**src/rtl/decode_sequencer_pkg.sv**
```systemverilog
`default_nettype none
// ============================================================================
// Module      : decode_sequencer_pkg
// Description : Types and constants shared by the decode sequencer and its
//               prefetch byte queue.
// Revision    : 1.0 - initial release
// ============================================================================
package decode_sequencer_pkg;

  // Sequencer phases: wait for a full window, strobe pre-decode, capture its
  // result, then hold the decoded instruction until execution retires it.
  typedef enum logic [1:0] {
    ST_FILL   = 2'd0,
    ST_DECODE = 2'd1,
    ST_LATCH  = 2'd2,
    ST_ISSUED = 2'd3
  } seq_state_e;

  // Pre-decode needs opcode, modrm and one more byte before it can run.
  localparam int unsigned MIN_WINDOW = 3;

endpackage
`default_nettype wire

```
**src/rtl/decode_sequencer_prefetch_fifo.sv**
```systemverilog
`default_nettype none
// ============================================================================
// Module      : prefetch_fifo
// Description : Circular byte queue with 0/1/2-byte push, variable-size pop
//               and a MIN_WINDOW-byte peek at the read pointer. Pointers wrap
//               by explicit compare so DEPTH need not be a power of two.
//               The caller guarantees pushes fit and pops never exceed the
//               bytes available (including bytes pushed the same cycle).
// Revision    : 1.0 - initial release
// ============================================================================
module prefetch_fifo
  import decode_sequencer_pkg::*;
#(
  parameter int unsigned DEPTH = 6,
  localparam int unsigned PW   = $clog2(DEPTH),
  localparam int unsigned CW   = $clog2(DEPTH + 1)
) (
  input  logic          clk,
  input  logic          reset,
  input  logic          ce_i,
  input  logic          clear_i,
  input  logic [1:0]    push_n_i,
  input  logic [15:0]   push_data_i,
  input  logic [CW-1:0] pop_n_i,
  output logic [CW-1:0] count_o,
  output logic [7:0]    peek_o [MIN_WINDOW]
);

  logic [7:0]    mem_q [DEPTH];
  logic [PW-1:0] rd_q, rd_d;
  logic [PW-1:0] wr_q, wr_d;
  logic [CW-1:0] count_q, count_d;
  logic [PW-1:0] w_wr_plus1;

  // Advance a pointer by n (n <= DEPTH) with a single compare-and-subtract.
  function automatic logic [PW-1:0] ptr_add(input logic [PW-1:0] ptr,
                                            input logic [CW-1:0] n);
    int unsigned sum;
    sum = 32'(ptr) + 32'(n);
    if (sum >= DEPTH) sum = sum - DEPTH;
    return PW'(sum);
  endfunction

  // Next pointer and occupancy values for the push/pop requested this cycle.
  always_comb begin
    w_wr_plus1 = ptr_add(wr_q, CW'(1));
    wr_d       = ptr_add(wr_q, CW'(push_n_i));
    rd_d       = ptr_add(rd_q, pop_n_i);
    count_d    = count_q + CW'(push_n_i) - pop_n_i;
  end

  // Byte storage, pointers and occupancy; clear empties the queue but leaves
  // stale bytes in place (only reset zeroes the storage).
  always_ff @(posedge clk or posedge reset) begin
    if (reset) begin
      for (int i = 0; i < int'(DEPTH); i++) mem_q[i] <= 8'h00;
      rd_q    <= '0;
      wr_q    <= '0;
      count_q <= '0;
    end else if (ce_i) begin
      if (clear_i) begin
        rd_q    <= '0;
        wr_q    <= '0;
        count_q <= '0;
      end else begin
        if (push_n_i != 2'd0) mem_q[wr_q]       <= push_data_i[7:0];
        if (push_n_i == 2'd2) mem_q[w_wr_plus1] <= push_data_i[15:8];
        rd_q    <= rd_d;
        wr_q    <= wr_d;
        count_q <= count_d;
      end
    end
  end

  assign count_o = count_q;

  generate
    for (genvar k = 0; k < int'(MIN_WINDOW); k++) begin : g_peek
      assign peek_o[k] = mem_q[ptr_add(rd_q, CW'(k))];
    end
  endgenerate

endmodule
`default_nettype wire

```
**src/rtl/decode_sequencer.sv**
```systemverilog
`default_nettype none
// ============================================================================
// Module      : decode_sequencer
// Description : Owns the instruction prefetch queue, paces the pre-decoder
//               clock enable, holds the decoded result until execution
//               retires it, pops retired bytes and refills from the bus.
//               QUEUE_BYTES must lie in 4..7 (queue_count is 3 bits wide).
// Revision    : 1.0 - initial release
// ============================================================================
module decode_sequencer
  import decode_sequencer_pkg::*;
#(
  parameter int unsigned QUEUE_BYTES = 6
) (
  input  logic        clk,
  input  logic        reset,
  input  logic        ce,
  input  logic        flush,
  output logic        fetch_req,
  input  logic        fetch_odd,
  input  logic        fetch_ack,
  input  logic [15:0] fetch_data,
  output logic [7:0]  q0,
  output logic [7:0]  q1,
  output logic [7:0]  q2,
  output logic        decode_ce,
  input  logic        valid_op,
  output logic        op_ready,
  output logic        illegal_op,
  input  logic        retire,
  input  logic [2:0]  retire_size,
  output logic [2:0]  queue_count
);

  localparam int unsigned   CW      = $clog2(QUEUE_BYTES + 1);
  localparam logic [CW-1:0] DEPTH_C = CW'(QUEUE_BYTES);
  localparam logic [CW-1:0] WIN_C   = CW'(MIN_WINDOW);

  seq_state_e    state_q;
  logic          decode_ce_q;
  logic          op_ready_q;
  logic          illegal_op_q;
  logic          fetch_req_q, fetch_req_d;
  logic          discard_q, discard_d;
  logic          pend_q;
  logic [CW-1:0] pend_size_q;
  logic [CW-1:0] count_d;

  logic [CW-1:0] w_count;
  logic [CW-1:0] w_free;
  logic [1:0]    w_push_want;
  logic [1:0]    w_push_n;
  logic          w_accept;
  logic [CW-1:0] w_avail;
  logic          w_ret_live;
  logic [CW-1:0] w_ret_size;
  logic          w_pop_ok;
  logic [CW-1:0] w_pop_n;
  logic [7:0]    w_peek [MIN_WINDOW];

  prefetch_fifo #(
    .DEPTH (QUEUE_BYTES)
  ) u_fifo (
    .clk         (clk),
    .reset       (reset),
    .ce_i        (ce),
    .clear_i     (flush),
    .push_n_i    (w_push_n),
    .push_data_i (fetch_data),
    .pop_n_i     (w_pop_n),
    .count_o     (w_count),
    .peek_o      (w_peek)
  );

  // Push/pop sizing, discard tracking and the next fetch request. A retire
  // may be satisfied by bytes arriving in the same cycle; excess bytes of an
  // overflowing ack are dropped.
  always_comb begin
    w_accept    = fetch_ack && !flush && !discard_q;
    w_free      = DEPTH_C - w_count;
    w_push_want = fetch_odd ? 2'd1 : 2'd2;
    if (!w_accept)                         w_push_n = 2'd0;
    else if (CW'(w_push_want) > w_free)    w_push_n = 2'(w_free);
    else                                   w_push_n = w_push_want;
    w_avail     = w_count + CW'(w_push_n);

    w_ret_live  = (state_q == ST_ISSUED) && (retire || pend_q);
    w_ret_size  = retire ? CW'(retire_size) : pend_size_q;
    w_pop_ok    = w_ret_live && !flush && (w_ret_size <= w_avail);
    w_pop_n     = w_pop_ok ? w_ret_size : '0;

    count_d     = flush ? '0 : (w_avail - w_pop_n);

    // A flush while a requested fetch is still unanswered poisons its ack.
    if (flush) discard_d = !fetch_ack && (discard_q || fetch_req_q);
    else       discard_d = discard_q && !fetch_ack;

    fetch_req_d = !discard_d && ((DEPTH_C - count_d) >= CW'(w_push_want));
  end

  // Sequencer FSM with registered decode strobe, result flags and fetch request.
  always_ff @(posedge clk or posedge reset) begin
    if (reset) begin
      state_q      <= ST_FILL;
      decode_ce_q  <= 1'b0;
      op_ready_q   <= 1'b0;
      illegal_op_q <= 1'b0;
      fetch_req_q  <= 1'b0;
      discard_q    <= 1'b0;
      pend_q       <= 1'b0;
      pend_size_q  <= '0;
    end else if (ce) begin
      fetch_req_q <= fetch_req_d;
      discard_q   <= discard_d;
      decode_ce_q <= 1'b0;
      if (flush) begin
        state_q      <= ST_FILL;
        op_ready_q   <= 1'b0;
        illegal_op_q <= 1'b0;
        pend_q       <= 1'b0;
      end else begin
        case (state_q)
          ST_FILL: begin
            if (w_count >= WIN_C) begin
              state_q     <= ST_DECODE;
              decode_ce_q <= 1'b1;
            end
          end
          ST_DECODE: begin
            state_q <= ST_LATCH;
          end
          ST_LATCH: begin
            illegal_op_q <= ~valid_op;
            op_ready_q   <= 1'b1;
            state_q      <= ST_ISSUED;
          end
          ST_ISSUED: begin
            if (w_pop_ok) begin
              op_ready_q   <= 1'b0;
              illegal_op_q <= 1'b0;
              pend_q       <= 1'b0;
              if (count_d >= WIN_C) begin
                state_q     <= ST_DECODE;
                decode_ce_q <= 1'b1;
              end else begin
                state_q <= ST_FILL;
              end
            end else if (w_ret_live) begin
              // Instruction tail still being fetched: remember the retire.
              pend_q      <= 1'b1;
              pend_size_q <= w_ret_size;
            end
          end
          default: state_q <= ST_FILL;
        endcase
      end
    end
  end

  // An accepted ack must never carry more bytes than the queue can hold.
  a_no_overflow: assert property (@(posedge clk) disable iff (reset)
    (ce && w_accept) |-> (CW'(w_push_want) <= w_free));

  assign fetch_req   = fetch_req_q;
  assign decode_ce   = decode_ce_q;
  assign op_ready    = op_ready_q;
  assign illegal_op  = illegal_op_q;
  assign q0          = w_peek[0];
  assign q1          = w_peek[1];
  assign q2          = w_peek[2];
  assign queue_count = 3'(w_count);

endmodule
`default_nettype wire

```
**config.mk**
```make
export PLATFORM = sky130hd
export DESIGN_NAME = decode_sequencer
export DESIGN_NICKNAME = d
export VERILOG_FILES = /design/src/rtl/decode_sequencer_pkg.sv /design/src/rtl/decode_sequencer_prefetch_fifo.sv /design/src/rtl/decode_sequencer.sv
export SDC_FILE = /design/constraint.sdc
export NUM_CORES = 1
export LEC_CHECK = 0
export CORE_AREA = 2 2 97 99
export CTS_BUF_LIST = sky130_fd_sc_hd__clkbuf_4
export DETAILED_ROUTE_END_ITERATION = 7
export DIE_AREA = 0 0 99 101
export DONT_BUFFER_PORTS = 1
export MAX_ROUTING_LAYER = met4
export PLACE_DENSITY = 0.73
export REMOVE_ABC_BUFFERS = 1
export SLEW_MARGIN = 40
export SYNTH_ARGS = -nofsm -noshare
export SYNTH_HDL_FRONTEND = slang
export SYNTH_SLANG_ARGS = --single-unit
```
**constraint.sdc**
```tcl
create_clock -name clk -period 16.2 [get_ports clk]
set_clock_uncertainty 0.1 [all_clocks]
set_input_delay 2.43 -clock clk [delete_from_list [all_inputs] [get_ports clk]]
set_output_delay 2.43 -clock clk [all_outputs]
set_load 0.005 [all_outputs]
```
==> summary.md <==
| Metric | Value |
|---|---|
| Worst vdd ir | roughly 0.055 mV |
| Met2 routed WL | approximately 7.3 mm |
| WP data required | 16430 ps |
| Latest clock arrival within the worst-skew pair | 410 ps |
| Met1 Wirelength | approximately 6 mm |
| Hold_sp | pend_size_q[2]$_DFFE_PP0P_ |
| N_diodes | 0 |
| Post-synthesis cell count | between 500 and 600 |
| Largest area contributor in the netlist | dfrtp_1 |
| Max Used Layer | met4 |
| R2r endpoint | fetch_req$_DFFE_PP0P_ |
| Post-synth EDFFs | 0 |
| RR Startpoint | u_fifo.count_o[0]$_DFFE_PP0P_ |
| Largest net degree at the start of global routing | just under 70 |
| Crit path kind | primary input to register |
| Seq/Total Area, Yosys | roughly 33% |
| Arr. time, crit path | approximately 7700 ps |
| Iteration-0 DRC Markers | ~510 |
| Share of the synthesized area in the top cell type | between 30% and 40% |
| Synth Cell Area | just over 5000 µm² |
| FILL cells | a little under 800 |
| H-tree depth | 3 |
| Leak | between 2 and 2.5 nW |
| Area Growth Syn to Fin | 6.02% |
| Post-CTS Setup Bufs | 0 |
| First-pass GRT wire length | about 24 mm |
| Synth warn | 0 |
| Pre-CTS WS | around 8300 ps |
| Critical path startpoint category | primary input |
| CTS Buffer Depth | 2 |
| Period minus WS final | roughly 7500 ps |
| Worst hold path class | register to register |
| Setup violators final | 0 |
| CTS tree | done |
| CTS Hold Bufs | 0 |
| Worst Hold Path EP | pend_size_q[2]$_DFFE_PP0P_ |
| Post-CTS Resized | 0 |
| Asr flop ratio synth | 100% |
| Worst rel slew slack | roughly 40% |
| Max Cap Viol | 0 |
| Main area contributors after synthesis | dfrtp_1 33%, o22ai_1 7.5%, ha_1 7.1% |
| Status | completed |
| Post-synthesis register bit count | ~70 |
| FF-to-FF path depth | 25 |
| I/O pin total | 58 |
| Antenna-violating nets left | 0 |
| Fmax | 134 MHz |
| CTS Buf Count | 9 |
| Core area | 8980 µm² |
| Power Dens Cells | approximately 110 nW/µm² |
| Crit path max fanout | 6 |
| Metal3 WL | between 1 and 1.5 mm |
| Worst-path clk slew | approximately 130 ps |
| Detailed-route DRC error count | 0 |
| Final Max Slew Viols | 0 |
| Synth Flop Type | dfrtp_1 |
| HPWL after DPL | slightly above 10 mm |
| Top cells by count, synth | 68 x dfrtp_1, 61 x o22ai_1, 42 x nand2_1 |
| Number of hold violations in the final report | 0 |
| Clock Sinks | 68 |
| Vias per cell | just over 7 |
| Initial antenna violation count | 0 |
| First drt pass iteration count | 6 |
| Root Buffer | clkbuf_4 |
| FF-to-FF setup slack | roughly 10000 ps |
| Total Neg Setup Slack | 0 ps |
| RSZ-0062 raised after global routing | false |
| Chip Width | approximately 99 µm |
| Port bufs | 0 |
| Hold depth | 1 |
| Gpl congestion | ~0.92 |
| Rows | 35 |
| WL per Instance | roughly 22 µm |
| # nets final | roughly 620 |
| Via count | between 4000 and 5000 |
| Layout cell share with drive strength beyond 1 | between 10% and 20% |
| Die area | ~10000 µm² |
| Period utilization | between 40% and 50% |
| Routed wire length | approximately 15 mm |
| Count leader, synth | dfrtp_1 |
| GRT Total Usage | a little over 30% |
| Grt ovf | 0 |
| Vias in the first global route | between 4000 and 5000 |
| Nature of the critical path endpoint | register |
| Post-Syn Area per Cell | slightly above 9 µm² |
| Final WS setup | 8720 ps |
| Die Height | between 100 and 150 µm |
| Worst-margin pin slew | 897 ps |
| Synth cell types | 56 |
| Initial Utilization | 56.9% |
## layout make-up
class / instances / area (µm²) / share of cell area, %
timing repair buffer: 10 / 104 / 1.92
clock buffer: 10 / 75.1 / 1.39
clock inverter: 6 / 65.1 / 1.20
sequential: 68 / 1700 / 31.4
tap: 111 / 139 / 2.56
inverter: 27 / 101 / 1.87
multi-input combinational: 441 / 3230 / 59.6
## worst max path at each step
stage / start / end / slack [ps] / cells past startpoint
global route: fetch_odd / fetch_req$_DFFE_PP0P_ / 8320 / 25
global placement: fetch_odd / fetch_req$_DFFE_PP0P_ / 8580 / 25
CTS: fetch_odd / fetch_req$_DFFE_PP0P_ / 8770 / 25
floorplan: fetch_odd / fetch_req$_DFFE_PP0P_ / 8910 / 25
finish: fetch_odd / fetch_req$_DFFE_PP0P_ / 8720 / 25
detailed placement: fetch_odd / fetch_req$_DFFE_PP0P_ / 8330 / 25
## cell usage in the layout (no fill, tap or decap), drive strengths merged, types with 12 or more instances in the layout
cell type,instances
mux2i,28
a21oi,41
dfrtp,68
o22ai,61
nor2,36
a2bb2oi,32
nor2b,12
nand3,15
mux2,12
inv,27
o21ai,33
nand2,44
ha,29
## metal layers
metal	GRT usage [%]	vias up
met5	-	-
met4	9.27	0
met3	6.66	39
met2	51.3	270
met1	38.7	2276
li1	-	2152
## report_power, final
group	total (W)	leakage (nW)	switching (W)	internal [W]
Combinational	0.000223	1.23	0.000116	0.000107
Clock	0.000116	0.0646	0.0000677	0.0000484
Sequential	0.000282	0.875	0.0000557	0.000226
## critical path, stage by stage
cell	delay [ps]
inv_1	170
ha_1	290
a21oi_1	270
o21a_1	300
nand2_1	70
a21boi_0	270
ha_1	200
inv_1	50
fa_1	370
xor2_1	240
ha_1	300
nand3_1	110
o21ai_0	120
o21ai_0	350
nand2b_1	220
nor2_1	100
ha_1	230
fa_1	520
nor2_1	80
ha_1	270
inv_1	40
ha_1	260
o21ai_0	60
and3b_1	160
a221oi_1	220
## registers in the layout, summed over array words and instances (netlist names)
name	flops
u_fifo.mem_q	48
pend_size_q	3
u_fifo.count_o	3
u_fifo.rd_q	3
u_fifo.wr_q	3
state_q	2
decode_ce	1
discard_q	1
fetch_req	1
illegal_op	1
op_ready	1
pend_q	1
## logic make-up (layout without fill, tap and decap cells)
kind of cell	Yosys count	count (layout)	share of synthesized area (%)
muxes	40	40	8.13
adders and majority gates	34	34	8.87
AOI/OAI and AO/OA	224	224	31.3
xor gates and xnor gates	10	10	1.71
DFF	68	68	33.3
buffers and inverters	53	53	4.14
and+or+nand+nor	133	133	12.6
## stage by stage
step | instance area (µm²) | hold slack, ps | power (W) | instances | util [%]
floorplan | 5000 | 377 | 0.000445 | 536 | -
global placement | 5200 | 385 | 0.000489 | 653 | 57.9
detailed placement | 5280 | 411 | 0.000503 | 657 | 58.8
CTS | 5420 | 440 | 0.000617 | 673 | 60.3
global route | 5420 | 453 | 0.000661 | 673 | 60.3
finish | 5420 | 438 | 0.000621 | 673 | 60.3
Note: power is estimated with default switching activity, not from simulation.
